[config.mk]
export PLATFORM = sky130hd
export DESIGN_NAME = xbus_sdram_bridge
export DESIGN_NICKNAME = d
export VERILOG_FILES = /design/src/rtl/xbus_pkg.sv /design/src/rtl/xbus_sdram_bridge.sv
export SDC_FILE = /design/constraint.sdc
export NUM_CORES = 1
export LEC_CHECK = 0
export ABC_AREA = 1
export BUFFER_PORTS_ARGS = -buffer_cell sky130_fd_sc_hd__buf_2
export CAP_MARGIN = 10
export CORE_AREA = 5 5 102 104
export DETAILED_ROUTE_END_ITERATION = 7
export DIE_AREA = 0 0 107 109
export GPL_TIMING_DRIVEN = 0
export PLACE_DENSITY = 0.88
export SLEW_MARGIN = 20
export SYNTH_ARGS = -nofsm -noshare
export SYNTH_HDL_FRONTEND = slang
export SYNTH_SLANG_ARGS = --single-unit
[constraint.sdc]
create_clock -name clk -period 3.2 [get_ports clk]
set_clock_uncertainty 0.05 [all_clocks]
set_input_delay 0.48 -clock clk [delete_from_list [all_inputs] [get_ports clk]]
set_output_delay 0.48 -clock clk [all_outputs]
set_load 0.1 [all_outputs]
[src/rtl/xbus_pkg.sv]
// Shared xbus definitions for the SDRAM bridge.
// Contents: bus widths, the decode limit, the error read-back pattern and the
// bridge FSM state encoding.
package xbus_pkg;

  localparam int XBUS_ADDR_W = 22;
  localparam int XBUS_DATA_W = 32;

  // Addresses below this are claimed by the main-memory bridge.
  localparam logic [XBUS_ADDR_W-1:0] XBUS_DECODE_LIMIT = 22'o11000000;

  // Returned on reads of phantom addresses and on timed-out reads.
  localparam logic [XBUS_DATA_W-1:0] XBUS_BUS_ERR_DATA = 32'hffffffff;

  // Bridge FSM encoding (plain constants so legacy code can compare against them).
  localparam logic [2:0] ST_IDLE  = 3'd0;
  localparam logic [2:0] ST_ISSUE = 3'd1;
  localparam logic [2:0] ST_WAIT  = 3'd2;
  localparam logic [2:0] ST_ACK   = 3'd3;
  localparam logic [2:0] ST_HOLD  = 3'd4;

endpackage

[src/rtl/xbus_sdram_bridge.sv]
// Xbus slave serving main memory through the external SDRAM controller.
// Each single-word xbus request becomes one sdram_req/sdram_ready/sdram_done
// handshake; decoded addresses beyond the backed DRAM are answered locally,
// and a stalled controller is aborted after TIMEOUT cycles with bus_err.
// Ports:
//   clk, reset              clock, synchronous active-high reset
//   addr, datain, req, write xbus request (req held until ack)
//   dataout, ack, bus_err   xbus response (ack/bus_err are one-cycle pulses)
//   decode                  combinational address claim
//   sdram_*                 controller request fields and handshake
module xbus_sdram_bridge
  import xbus_pkg::*;
#(
  parameter int unsigned            DRAM_SIZE    = 131072,
  parameter logic [XBUS_ADDR_W-1:0] DECODE_LIMIT = XBUS_DECODE_LIMIT,
  parameter logic [7:0]             TIMEOUT      = 8'd255
) (
  input  logic                   clk,
  input  logic                   reset,
  input  logic [XBUS_ADDR_W-1:0] addr,
  input  logic [XBUS_DATA_W-1:0] datain,
  input  logic                   req,
  input  logic                   write,
  output logic [XBUS_DATA_W-1:0] dataout,
  output logic                   ack,
  output logic                   decode,
  output logic                   bus_err,
  output logic [XBUS_ADDR_W-1:0] sdram_addr,
  output logic [XBUS_DATA_W-1:0] sdram_data_out,
  output logic                   sdram_write,
  output logic                   sdram_req,
  input  logic                   sdram_ready,
  input  logic [XBUS_DATA_W-1:0] sdram_data_in,
  input  logic                   sdram_done
);

  // One extra bit so a DRAM_SIZE of 2**XBUS_ADDR_W still compares correctly.
  localparam logic [XBUS_ADDR_W:0] DRAM_LIMIT = (XBUS_ADDR_W+1)'(DRAM_SIZE);

  logic [2:0]             state_q, state_d;
  logic [XBUS_ADDR_W-1:0] addr_q, addr_d;
  logic [XBUS_DATA_W-1:0] wdata_q, wdata_d;
  logic                   write_q, write_d;
  logic [XBUS_DATA_W-1:0] dataout_q, dataout_d;
  logic [7:0]             cnt_q, cnt_d;
  logic                   err_q, err_d;

  logic in_dram;

  assign decode  = (addr < DECODE_LIMIT);
  assign in_dram = ({1'b0, addr} < DRAM_LIMIT);

  always_comb begin
    // NOTE: every next-state variable gets its hold value first, so no path
    // through the case statement can leave one unassigned and infer a latch.
    state_d   = state_q;
    addr_d    = addr_q;
    wdata_d   = wdata_q;
    write_d   = write_q;
    dataout_d = dataout_q;
    cnt_d     = cnt_q;
    err_d     = err_q;

    case (state_q)
      ST_IDLE: begin
        if (req && decode) begin
          addr_d  = addr;
          wdata_d = datain;
          write_d = write;
          if (in_dram) begin
            state_d = ST_ISSUE;
          end else begin
            // Phantom: answer locally; writes simply vanish.
            state_d = ST_ACK;
            if (!write) dataout_d = XBUS_BUS_ERR_DATA;
          end
        end
      end

      ST_ISSUE: begin
        if (sdram_ready) begin
          if (sdram_done) begin
            if (!write_q) dataout_d = sdram_data_in;
            state_d = ST_ACK;
          end else begin
            state_d = ST_WAIT;
            cnt_d   = '0;
          end
        end
      end

      ST_WAIT: begin
        cnt_d = cnt_q + 8'd1;
        if (sdram_done) begin
          if (!write_q) dataout_d = sdram_data_in;
          state_d = ST_ACK;
        end else if (cnt_q == TIMEOUT) begin
          if (!write_q) dataout_d = XBUS_BUS_ERR_DATA;
          err_d   = 1'b1;
          state_d = ST_ACK;
        end
      end

      ST_ACK: begin
        err_d   = 1'b0;
        state_d = ST_HOLD;
      end

      // The master is still dropping req here; ignore it for one cycle.
      ST_HOLD: state_d = ST_IDLE;

      default: state_d = ST_IDLE;
    endcase
  end

  always_ff @(posedge clk) begin
    // NOTE: sequential state uses non-blocking assignments so every register
    // samples the pre-edge values regardless of statement order.
    if (reset) begin
      state_q   <= ST_IDLE;
      addr_q    <= '0;
      wdata_q   <= '0;
      write_q   <= 1'b0;
      dataout_q <= '0;
      cnt_q     <= '0;
      err_q     <= 1'b0;
    end else begin
      state_q   <= state_d;
      addr_q    <= addr_d;
      wdata_q   <= wdata_d;
      write_q   <= write_d;
      dataout_q <= dataout_d;
      cnt_q     <= cnt_d;
      err_q     <= err_d;
    end
  end

  assign ack            = (state_q == ST_ACK);
  assign bus_err        = ack && err_q;
  assign sdram_req      = (state_q == ST_ISSUE);
  assign sdram_addr     = addr_q;
  assign sdram_data_out = wdata_q;
  assign sdram_write    = write_q;
  assign dataout        = dataout_q;

endmodule

After elaboration in Yosys (flattened, before gate mapping)
Cells that the tools add are included.
{"block": "classes", "reduce_logical": 11, "n_eq_ne": 14, "magnitude_cmp": 2, "n_addsub": 1, "n_mux": 23}
{"operator": "$mux 32", "count": 9}
{"operator": "$pmux 32 s3", "count": 1}
{"operator": "$lt 22x18->1 const B", "count": 1}
{"operator": "$lt 22x22->1 const B", "count": 1}
{"operator": "$mux 8", "count": 2}
{"operator": "$pmux 8 s2", "count": 1}
{"operator": "$mux 3", "count": 4}
{"operator": "$ne 2x2->1 const B", "count": 6}
{"operator": "$pmux 3 s4", "count": 1}
{"operator": "$reduce_and 3->1", "count": 3}
{"operator": "$add 8x1->8 const B", "count": 1}
{"operator": "$eq 8x8->1 const B", "count": 1}
{"operator": "$reduce_and 8->1", "count": 1}
{"operator": "$eq 3x2->1 const B", "count": 2}
{"operator": "$ne 3x3->1 const B", "count": 2}
{"operator": "$ne 2x1->1 const B", "count": 2}
{"operator": "$reduce_bool 2->1", "count": 2}
{"operator": "$eq 3x1->1 const B", "count": 1}
{"operator": "$logic_not 3->1", "count": 1}
{"operator": "$mux 1", "count": 3}
{"operator": "$reduce_bool 3->1", "count": 1}
{"operator": "$logic_and 1x1->1", "count": 2}
{"operator": "$mux 2", "count": 1}
{"operator": "$pmux 1 s2", "count": 1}
{"operator": "$reduce_and 2->1", "count": 1}
{"block": "word_totals", "register_bits": 99, "input_bits": 92}

Logic depth before layout (Yosys ltp)
{"block": "depth", "depth_word": 4, "mapped_depth": 11}

Worst setup path after synthesis
No wires, ideal clock.
{"block": "synth_timing", "path_type": "flip-flop to output port", "startpoint": "register state_q[0]", "endpoint": "output port bus_err", "path_stages_with_launch": 5, "path_buffers": 0, "required_time_ns": 2.670, "arrival_time_ns": 4.110, "path_slack_ns": -1.440, "cell_sequence": "dfxtp_1 -> inv_1 -> nor3_1 -> inv_1 -> nor2_1"}
{"block": "synth_between", "elab_chain_len": 2}
{"element": "from (decl)", "line_no": "xbus_sdram_bridge.sv:40", "rtl": "logic [2:0] state_q, state_d;"}
{"element": "from (signal assigned)", "line_no": "xbus_sdram_bridge.sv:128", "rtl": "state_q <= state_d;"}
{"element": "$eq 3x2->1", "line_no": "xbus_sdram_bridge.sv:138", "rtl": "assign ack = (state_q == ST_ACK);"}
{"element": "named net ack", "line_no": "xbus_sdram_bridge.sv:25", "rtl": "output logic ack,"}
{"element": "$logic_and 1x1->1", "line_no": "xbus_sdram_bridge.sv:139", "rtl": "assign bus_err = ack && err_q;"}
{"element": "to (decl)", "line_no": "xbus_sdram_bridge.sv:27", "rtl": "output logic bus_err,"}
The timed path passes the listed nets, and every way through them passes these cells.

Final worst setup path
{"block": "layout_timing", "startpoint": "register state_q[0]", "endpoint": "output port bus_err"}
{"block": "layout_between", "elab_chain_len": 2}
{"element": "$eq 3x2->1", "line_no": "xbus_sdram_bridge.sv:138"}
{"element": "$logic_and 1x1->1", "line_no": "xbus_sdram_bridge.sv:139"}
Every way passes these cells.

==> impl_metrics.tcl <==
set metrics [dict create \
    worstHoldPathCells 3 \
    setup_viol 0 \
    min_from "datain[21]" \
    drtIter0Drc 261 \
    dieArea_um2 11700 \
    finalHoldViolCount 0 \
    synthTopCellsByArea "dfxtp_1 43%, nor2_1 14%, nand2_1 14%" \
    rrSetupSlack_ns 1.38 \
    rr_endpoint "dataout[16]" \
    dr_total_vias 4871 \
    hpwl_mm 10.1 \
    drive_gt1_frac 0.318 \
    slew_viol_final 0 \
    clkPwrFrac 0.110 \
    io_buffer_count 181 \
    status "finished clean" \
    antenna_found_initial 1 \
    wire_per_inst_um 13.3 \
    cts_buffers 9 \
    route.detailed.drc 0 \
    cts-htree-levels 3 \
    crit_arrival_ns 1.68 \
    grt_pass1_vias 4525 \
    p_comb_frac 0.634 \
    fin_crit_sh 0.691 \
    final_util 0.615 \
    crit_type "reg -> out" \
    grt_max_degree 19 \
    multi_input_area_um2 2280 \
    grt_remaining_overflow 0 \
    cts_root_buf "clkbuf_8" \
    cp-start-kind "register" \
    power_density_nw_per_um2 1210 \
    grtUsageTotal 0.222 \
    critical_path.endpoint_type "primary output" \
    fp.dieW_um 107 \
    cts_tree "yes" \
    cts_resized 0 \
    post-route-min-period_ns 2.21 \
    die_h_um 109 \
    p_leak_nw 2.82 \
    synth-seq-cells 99 \
    syn-num-nets 761 \
    finalWirelength_mm 13.0 \
    fmax_mhz 452 \
    power.share.sequential 0.256 \
    areaGrowthSynthToFinish_pct 27.3 \
    synthDistinctLibCells 29 \
    finalWeightedCongestion 0.843 \
    io_pins 183 \
    synth_area_um2 4570 \
    switching_share 0.602 \
    numClockSinks 99 \
    r2r_cells 11 \
    seq_area_frac_synth 0.434 \
    postCtsSetupBuffers 0 \
    p_int_mw 2.79 \
    postSynthCellCount 668 \
    critPathRequiredTime_ns 2.67 \
    holdCritPathClass "in -> reg" \
    ys_warn_count 0 \
    clk_pin_slew_ns 0.11 \
    vdd_drop_max_mv 0.507 \
    worstHoldEndpoint "sdram_data_out[21]" \
    vias_per_cell 4.97 \
    dr.pass1.iters 4 \
    avgSynthCellArea_um2 6.84 \
    r2r_start "cnt_q[0]" \
    fin_nets 953 \
    rsz0062_at_grt "no" \
    cts_hold_buf 0 \
    drtAntennaViolNets 0 \
    synth_top_cell_by_area "dfxtp_1" \
    worst_pin_slew_ns 0.543 \
    fillerInstances 919 \
    regArea_um2 1980 \
    ctsLongestPathBuffers 2 \
    switching_power_mw 4.22 \
    path_max_fanout 5 \
    yosysTopAreaCellShare 0.434 \
    clock_latency_ns 0.37 \
    cp-startpoint "state_q[0]" \
    coreArea_um2 9460 \
    hold_ws_ns 0.287 \
    initial_core_util 0.483 \
    fin_setup_tns_ns 0 \
    slew_headroom 0.638 \
    grt_pass1_wl_mm 20.9 \
    maxCapViolCount 0 \
    fp-row-count 36 \
]
## stage by stage
step           instance area [µm²]  instances  power (mW)  worst slack [ns]
2_1_floorplan                 4580        668        5.55             0.440
3_3_place_gp                  5630        963        6.23              1.31
3_5_place_dp                  5630        963        6.28              1.29
4_1_cts                       5820        979        7.05             0.956
5_1_grt                       5820        980        7.41             0.845
6_report                      5820        980        7.02             0.989
## logic make-up (layout without fill, tap and decap cells)
kind of cell    after synthesis  in the layout  share of synthesized area
flops                        99             99                      0.434
buf+inv                      65            262                     0.0706
xor+xnor                      1              1                    0.00192
compound gates              106            106                      0.146
simple gates                396            396                      0.345
fa+ha+maj                     1              1                    0.00274
other cells                   0              1                          0
## worst max-delay path by stage
stage / slack [ns] / cells after the start / end
2_1_floorplan: 0.44 / 4 / bus_err
3_3_place_gp: 1.31 / 5 / decode
4_1_cts: 0.96 / 5 / bus_err
5_1_grt: 0.84 / 5 / bus_err
6_report: 0.99 / 5 / bus_err
3_5_place_dp: 1.29 / 5 / decode
## worst max-delay path, cell delays in order (launching register included)
cell and delay (ns):
dfxtp_1 0.42, inv_1 0.11, nor3_4 0.18, inv_1 0.09, nor2_2 0.07, buf_2 0.43
## power by group through the flow
stage	logic, mW	registers (mW)	clock network (mW)
final	4.45	1.80	0.769
after detailed placement	4.46	1.82	0
after CTS	4.47	1.79	0.790
after floorplan	1.69	3.85	0
after global routing	4.74	1.83	0.832
after global placement	4.42	1.81	0
## routing by layer
metal / share of wire / track usage / vias up
met1: 0.42 / 0.265 / 2173
li1: - / - / 2506
met3: 0.087 / 0.0622 / 19
met2: 0.47 / 0.377 / 173
met4: 0.019 / 0.0895 / 0
met5: 0 / 0 / -
## synthesized netlist by cell type
cell,instances
a31oi_1,1
inv_2,7
buf_6,1
nand2_1,167
nand3_1,41
nor3_1,5
buf_2,21
nor2_2,2
buf_4,3
o21ai_1,2
a21oi_1,63
nand2_2,3
nor2_1,172
nand4_1,1
o21bai_1,1
nor2_4,1
dfxtp_1,99
xor2_1,1
or2_2,2
a21oi_4,1
nor3b_1,2
a21oi_2,31
inv_1,13
buf_8,3
clkinv_1,1
clkbuf_1,16
a31o_2,1
ha_1,1
o21ai_0,6
## layout by cell type (no fill, tap or decap), types with 4 or more instances in the layout
master,instances
nor2_1,171
nor3_1,4
dfxtp_1,99
a21oi_2,31
buf_2,202
clkbuf_8,9
o21ai_0,6
inv_1,13
nand2_1,167
clkbuf_1,16
nand3_1,41
inv_2,7
a21oi_1,63
## final cells by class
cell class / count / share of cell area
multi-input cells: 504 / 0.392
flip-flops and latches: 99 / 0.341
repair buffers: 181 / 0.156
plain buffers: 44 / 0.0419
well taps: 114 / 0.0245
clock buffers: 9 / 0.0213
inverters: 21 / 0.0135
clock inverters: 7 / 0.0101
diodes: 1 / 0.000430
## state kept, by name (all words and copies together) (netlist names)
name and cells:
dataout 32, sdram_data_out 32, sdram_addr 22, cnt_q 8
state_q 3, err_q 1, sdram_write 1
No activity file was read; power rests on OpenSTA's default activity.
